## src/rtl/conv_pkg.sv

```systemverilog
// Shared definitions for the convolution accelerator datapath: width helpers,
// window phase encoding and handshake level constants.
package conv_pkg;

    localparam logic HS_ASSERT   = 1'b1;
    localparam logic HS_DEASSERT = 1'b0;

    // Products from the upstream multiplier appear this many cycles after its operands.
    localparam int MULT_LATENCY = 2;

    typedef enum logic [1:0] {
        PH_FIRST,
        PH_ACCUM,
        PH_LAST
    } win_phase_e;

    function automatic int clog2(input int n);
        int r;
        int v;
        r = 0;
        v = n - 1;
        while (v > 0) begin
            r++;
            v = v >> 1;
        end
        return r;
    endfunction

    function automatic int acc_width(input int data_width, input int kernel_size);
        return 2 * data_width + clog2(kernel_size);
    endfunction

endpackage

```

## src/rtl/conv_window_accumulator_if.sv

```systemverilog
// Product-in / window-sum-out handshake bundle of the window accumulator.
interface conv_window_accumulator_if
    import conv_pkg::*;
#(
    parameter int DATA_WIDTH  = 32,
    parameter int KERNEL_SIZE = 9,
    parameter int ACC_WIDTH   = acc_width(DATA_WIDTH, KERNEL_SIZE)
);
    logic [2*DATA_WIDTH-1:0]        prod_data;
    logic                           prod_valid;
    logic                           prod_ready;
    logic                           clear;
    logic [ACC_WIDTH-1:0]           acc_data;
    logic                           acc_valid;
    logic                           acc_ready;
    logic [clog2(KERNEL_SIZE)-1:0]  win_idx;

    modport master (
        output prod_data, prod_valid, clear, acc_ready,
        input  prod_ready, acc_data, acc_valid, win_idx
    );

    modport slave (
        input  prod_data, prod_valid, clear, acc_ready,
        output prod_ready, acc_data, acc_valid, win_idx
    );
endinterface

```

## src/rtl/conv_acc_out_slot.sv

```systemverilog
// Single-entry output holding register for a reduction result; a new load may
// land in the same cycle the previous entry is consumed.
module conv_acc_out_slot
    import conv_pkg::*;
#(
    parameter int WIDTH = 64
) (
    input  logic             clk,
    input  logic             rst,
    input  logic             load,
    input  logic [WIDTH-1:0] load_data,
    input  logic             consume,
    output logic             valid,
    output logic [WIDTH-1:0] data
);

    always_ff @(posedge clk or posedge rst) begin
        if (rst) begin
            valid <= HS_DEASSERT;
            data  <= '0;
        end else if (load) begin
            valid <= HS_ASSERT;
            data  <= load_data;
        end else if (valid && consume) begin
            valid <= HS_DEASSERT;
        end
    end

endmodule

```

## src/rtl/conv_window_accumulator.sv

```systemverilog
// Sums KERNEL_SIZE consecutive unsigned products into one window result and
// hands it to the writeback stage through a single-entry output slot.
module conv_window_accumulator
    import conv_pkg::*;
#(
    parameter int DATA_WIDTH  = 32,
    parameter int KERNEL_SIZE = 9,
    parameter int ACC_WIDTH   = acc_width(DATA_WIDTH, KERNEL_SIZE)
) (
    input logic clk,
    input logic rst,
    conv_window_accumulator_if.slave bus
);

    localparam int PROD_W = 2 * DATA_WIDTH;
    localparam int IDX_W  = clog2(KERNEL_SIZE);
    localparam logic [IDX_W-1:0] LAST_IDX = IDX_W'(KERNEL_SIZE - 1);

    logic [IDX_W-1:0]     win_idx;
    logic [ACC_WIDTH-1:0] acc;
    logic [ACC_WIDTH-1:0] addend;
    logic [ACC_WIDTH-1:0] sum;
    logic                 prod_ready;
    logic                 accept;
    logic                 complete;
    logic                 acc_valid;
    logic [ACC_WIDTH-1:0] acc_data;
    win_phase_e           phase;

    function automatic logic [ACC_WIDTH-1:0] zext(input logic [PROD_W-1:0] p);
        return ACC_WIDTH'(p);
    endfunction

    always_comb begin
        phase = PH_ACCUM;
        if (win_idx == '0)
            phase = PH_FIRST;
        else if (win_idx == LAST_IDX)
            phase = PH_LAST;
    end

    // Only the completing beat needs the output slot free (or draining this cycle).
    assign prod_ready = !bus.clear && ((win_idx != LAST_IDX) || !acc_valid || bus.acc_ready);
    assign accept     = bus.prod_valid && prod_ready;
    assign complete   = accept && (phase == PH_LAST);
    assign addend     = zext(bus.prod_data);
    assign sum        = acc + addend;

    always_ff @(posedge clk or posedge rst) begin
        if (rst) begin
            acc     <= '0;
            win_idx <= '0;
        end else if (bus.clear) begin
            acc     <= '0;
            win_idx <= '0;
        end else if (accept) begin
            unique case (phase)
                PH_FIRST: begin
                    acc     <= addend;
                    win_idx <= IDX_W'(1);
                end
                PH_ACCUM: begin
                    acc     <= sum;
                    win_idx <= win_idx + IDX_W'(1);
                end
                PH_LAST: begin
                    acc     <= '0;
                    win_idx <= '0;
                end
                default: begin
                    acc     <= '0;
                    win_idx <= '0;
                end
            endcase
        end
    end

    conv_acc_out_slot #(
        .WIDTH(ACC_WIDTH)
    ) u_out_slot (
        .clk       (clk),
        .rst       (rst),
        .load      (complete),
        .load_data (sum),
        .consume   (bus.acc_ready),
        .valid     (acc_valid),
        .data      (acc_data)
    );

    assign bus.prod_ready = prod_ready;
    assign bus.acc_valid  = acc_valid;
    assign bus.acc_data   = acc_data;
    assign bus.win_idx    = win_idx;

endmodule

```

## src/flat_wrapper.sv

```systemverilog
// flat-port wrapper written by rule: the top's interface ports become plain ports
module conv_window_accumulator_flat import conv_pkg::*;
#(
    parameter int DATA_WIDTH  = 32,
    parameter int KERNEL_SIZE = 9,
    parameter int ACC_WIDTH   = acc_width(DATA_WIDTH, KERNEL_SIZE)
)
  (clk, rst, bus_prod_data, bus_prod_valid, bus_clear, bus_acc_ready, bus_prod_ready, bus_acc_data, bus_acc_valid, bus_win_idx);
  conv_window_accumulator_if #(.DATA_WIDTH(DATA_WIDTH), .KERNEL_SIZE(KERNEL_SIZE), .ACC_WIDTH(ACC_WIDTH)) bus_i ();
  input logic clk;
  input logic rst;
  input wire logic [$bits(bus_i.prod_data)-1:0] bus_prod_data;
  input wire logic [$bits(bus_i.prod_valid)-1:0] bus_prod_valid;
  input wire logic [$bits(bus_i.clear)-1:0] bus_clear;
  input wire logic [$bits(bus_i.acc_ready)-1:0] bus_acc_ready;
  output wire logic [$bits(bus_i.prod_ready)-1:0] bus_prod_ready;
  output wire logic [$bits(bus_i.acc_data)-1:0] bus_acc_data;
  output wire logic [$bits(bus_i.acc_valid)-1:0] bus_acc_valid;
  output wire logic [$bits(bus_i.win_idx)-1:0] bus_win_idx;
  assign bus_i.prod_data = bus_prod_data;
  assign bus_i.prod_valid = bus_prod_valid;
  assign bus_i.clear = bus_clear;
  assign bus_i.acc_ready = bus_acc_ready;
  assign bus_prod_ready = bus_i.prod_ready;
  assign bus_acc_data = bus_i.acc_data;
  assign bus_acc_valid = bus_i.acc_valid;
  assign bus_win_idx = bus_i.win_idx;
  conv_window_accumulator #(.DATA_WIDTH(DATA_WIDTH), .KERNEL_SIZE(KERNEL_SIZE), .ACC_WIDTH(ACC_WIDTH)) u_core (.clk(clk), .rst(rst), .bus(bus_i));
endmodule
```

## config.mk

```make
export PLATFORM = sky130hd
export DESIGN_NAME = conv_window_accumulator_flat
export DESIGN_NICKNAME = d
export VERILOG_FILES = /design/src/rtl/conv_pkg.sv /design/src/rtl/conv_window_accumulator_if.sv /design/src/rtl/conv_acc_out_slot.sv /design/src/rtl/conv_window_accumulator.sv /design/src/flat_wrapper.sv
export SDC_FILE = /design/constraint.sdc
export NUM_CORES = 1
export LEC_CHECK = 0
export ABC_CLOCK_PERIOD_IN_PS = 4400
export CAP_MARGIN = 20
export CORE_UTILIZATION = 35
export CTS_CLUSTER_DIAMETER = 100
export DETAILED_ROUTE_END_ITERATION = 8
export PLACE_DENSITY = 0.53
export RECOVER_POWER = 25
export SLEW_MARGIN = 20
export SYNTH_ARGS = -nofsm -noshare
export SYNTH_HDL_FRONTEND = slang
export SYNTH_HIERARCHICAL = 1
export SYNTH_SLANG_ARGS = --single-unit
```

## constraint.sdc

```tcl
create_clock -name clk -period 4.4 [get_ports clk]
set_input_delay 0.88 -clock clk [delete_from_list [all_inputs] [get_ports clk]]
set_output_delay 0.88 -clock clk [all_outputs]
set_load 0.02 [all_outputs]
```

==> results of run 1 <==
[per-layer routing]
metal	track usage	vias to the layer above
li1	-	4207
met1	0.3029	4258
met2	0.3193	202
met3	0.02892	16
met4	0.05210	0
met5	0	-
[registers in the layout, summed over array words and instances (netlist names)]
register                 count
u_core/acc                  68
u_core/u_out_slot/data      68
u_core/bus.win_idx           4
u_core/u_out_slot/valid      1
[power by group through the flow]
stage | Clock [uW] | Combinational, uW | Sequential [uW]
2_1_floorplan | 0 | 944 | 1430
3_3_place_gp | 0 | 1350 | 1440
3_5_place_dp | 0 | 1350 | 1440
4_1_cts | 1580 | 1360 | 1420
5_1_grt | 1630 | 1510 | 1430
6_report | 1540 | 1360 | 1420
[worst max path at each step]
| stage | from | endpoint | depth (start not counted) |
|---|---|---|---|
| after floorplan | bus_prod_data[0] | u_core/u_out_slot/data[66] | 12 |
| after global placement | bus_prod_data[38] | u_core/u_out_slot/data[63] | 12 |
| after global routing | bus_prod_data[38] | u_core/acc[63] | 11 |
| after detailed placement | bus_prod_data[38] | u_core/u_out_slot/data[63] | 12 |
| final | bus_prod_data[38] | u_core/u_out_slot/data[63] | 12 |
| after CTS | bus_prod_data[38] | u_core/u_out_slot/data[63] | 12 |
[through the flow]
step | setup slack, ns | utilization | instance area, um^2 | instances | hold slack [ns]
detailed placement | 0.004705 | 0.4241 | 11850 | 1558 | 0.4780
global route | 0.1293 | 0.4452 | 12440 | 1590 | 0.5014
global placement | 0.04498 | 0.4241 | 11850 | 1558 | 0.4684
CTS | 0.4310 | 0.4458 | 12450 | 1590 | 0.4925
floorplan | 0.7768 | - | 9967 | 1072 | 0.4538
finish | 0.4817 | 0.4452 | 12440 | 1590 | 0.4875
[critical path: stages]
cell and delay [ns]:
clkdlybuf4s50_1 0.43, ha_1 0.46, nand2_1 0.19, nor3_2 0.18
inv_1 0.08, nor4_1 0.51, nand4_1 0.30, a2111oi_2 0.49
o21ai_1 0.17, a21oi_1 0.17, xor2_1 0.09, mux2_2 0.27
[synth_stat cells, types with 15 or more instances]
cell	instances	area [um^2]
nand4_1	22	137.6
buf_2	15	75.07
inv_1	38	142.6
mux2_2	59	664.4
a21oi_1	106	530.5
o21bai_1	15	112.6
o21ai_0	69	345.3
xnor2_1	37	324.1
dfrtp_1	141	3528
a22o_1	25	219.0
a222oi_1	16	160.2
clkbuf_1	37	138.9
nor2_1	51	191.4
ha_1	66	825.8
xor2_1	29	254.0
a21o_1	46	345.3
nor3b_1	18	135.1
nand2_1	105	394.1
[cell families (layout without fill, tap and decap cells)]
family | after synthesis | count (layout) | share of synthesized area
AOI/OAI and AO/OA | 356 | 356 | 0.2434
xor gates and xnor gates | 66 | 66 | 0.05800
adders and majority gates | 67 | 67 | 0.08486
buffers and inverters | 99 | 239 | 0.04255
DFF | 141 | 141 | 0.3540
muxes | 69 | 69 | 0.08122
and+or+nand+nor | 274 | 274 | 0.1360
[cell usage in the layout, fill, tap and decap left out, types with 18 or more instances in the layout]
cell type        netlist  routed
mux2_2                59      59
a21o_1                46      46
buf_4                  2      24
clkdlybuf4s50_1        0     141
xor2_1                29      29
inv_1                 38      38
nor3b_1               18      18
nand2_1              105     105
a22o_1                25      25
dfrtp_1              141     141
xnor2_1               37      37
ha_1                  66      66
o21ai_0               69      69
nand4_1               22      22
nor2_1                51      50
a21oi_1              106     105
[area by class of cell]
class / count / area, um^2 / share of cell area
timing repair buffer: 169 / 1647 / 0.1324
inverter: 38 / 142.6 / 0.01147
clock buffer: 20 / 446.7 / 0.03592
multi-input combinational: 832 / 6041 / 0.4857
sequential: 141 / 3528 / 0.2837
tap: 378 / 473.0 / 0.03803
clock inverter: 12 / 158.9 / 0.01278
==> impl_metrics.py, run 1 <==
metrics = {
    "global_route": {
        "grt_pass1_vias": 8416,
        "grt-ovfl-total": 0,
        "grt_first_pass_wirelength_um": 47160,
        "grt_max_degree": 47,
        "track_usage": 0.2075,
        "antenna_found_initial": 0,
    },
    "power_and_ir_drop": {
        "power_density_nw_per_um2": 347.3,
        "peakVddDrop_mv": 0.2367,
        "seq_power_share": 0.328,
        "p_clk_frac": 0.356,
        "p_sw_uw": 1500,
        "p_sw_frac": 0.3474,
        "finalPower_uw": 4319,
        "p_int_uw": 2818,
        "comb_power_share": 0.316,
        "leakagePower_uw": 0.005845,
    },
    "hold_path": {
        "min_delay_path_depth": 2,
        "holdPathEnd": "u_core/acc[3]",
        "hold_class": "register to register",
        "holdCritStartpoint": "u_core/acc[3]",
    },
    "finish": {
        "drive_gt1_frac": 0.1246,
        "nets": 1335,
        "syn_to_final_growth_pct": 24.78,
        "diodes": 0,
        "fillers": 2770,
    },
    "sta": {
        "hold_violations": 0,
        "skew_ns": 0.01061,
        "relSlewSlack": -0.09643,
        "fin_setup_tns_ns": 0,
        "worst_pin_slew_ns": 1.643,
        "rsz0062_at_grt": "no",
        "period_share": 0.8905,
        "max_freq_mhz": 255.2,
        "drv_slew": 36,
        "post-route-min-period_ns": 3.918,
        "setup_violations": 0,
    },
    "yosys": {
        "synthCells": 1072,
        "synth.distinct_cells": 74,
        "yosys_warnings": 6,
        "netlist_area_um2": 9967,
        "synth_nets": 1208,
        "async_reset_ff_frac": 1.000,
        "synth_edf_count": 0,
        "ys_ff_latch": 141,
        "ys.flop_type": "dfrtp_1",
        "syn_avg_cell_area_um2": 9.298,
        "ys_seq_area_frac": 0.3540,
    },
    "cts": {
        "cts_resized": 0,
        "cts_tree": "done",
        "clock-root-buffer": "clkbuf_16",
        "htree_num_levels": 4,
        "numCtsBuffers": 17,
        "clk_pin_slew_ns": 0.06,
        "clock_latency_ns": 0.43,
        "postCtsHoldBufs": 0,
        "clock-sinks": 141,
        "clk_path_buf_depth": 2,
        "post-cts-setup-buffers": 0,
    },
    "detailed_routing": {
        "wl_met3_um": 1268,
        "totalWireLength_um": 29340,
        "highest-signal-layer": "met4",
        "postRouteAntennaNets": 0,
        "m1WireLength_um": 14800,
        "vias": 8683,
        "wl_met2_um": 13010,
        "first_pass_iters": 6,
        "drc": 0,
        "vias_per_cell": 5.461,
        "wl_per_cell_um": 18.45,
        "drt-initial-drc-count": 557,
    },
    "critical_path": {
        "critPathLaunchType": "input pin",
        "arrival_ns": 4.23,
        "critPathKind": "input pin to register",
        "r2r_cells": 11,
        "crit_required_ns": 4.71,
        "cp_max_fo": 8,
        "r2r_slack_ns": 1.00,
        "r2r-end": "u_core/u_out_slot/data[63]",
        "end_kind": "register",
        "timing.rr.start": "u_core/acc[38]",
    },
    "job": {
        "maxCapViolCount": 1,
    },
    "placed_design": {
        "port_buffers": 142,
        "gp_congestion": 0.8495,
        "dp.final_hpwl_um": 21760,
    },
    "die": {
        "initial_utilization": 0.3568,
        "rows": 61,
        "dieWidth_um": 170.8,
        "core_area_um2": 27930,
        "die_height_um": 170.8,
        "dieArea_um2": 29160,
        "io_pins": 143,
    },
    "status": {
        "violations": "capacitance limit, slew limit",
        "outcome": "finished with violations",
    },
}
No activity file was read; power rests on OpenSTA's default activity.
==> run 2: changes to the inputs <==
Settings changed: ABC_CLOCK_PERIOD_IN_PS 4400 to not set.
==> results of run 2 <==
No change in the layout: final DEF, timing and power equal those of run 1.
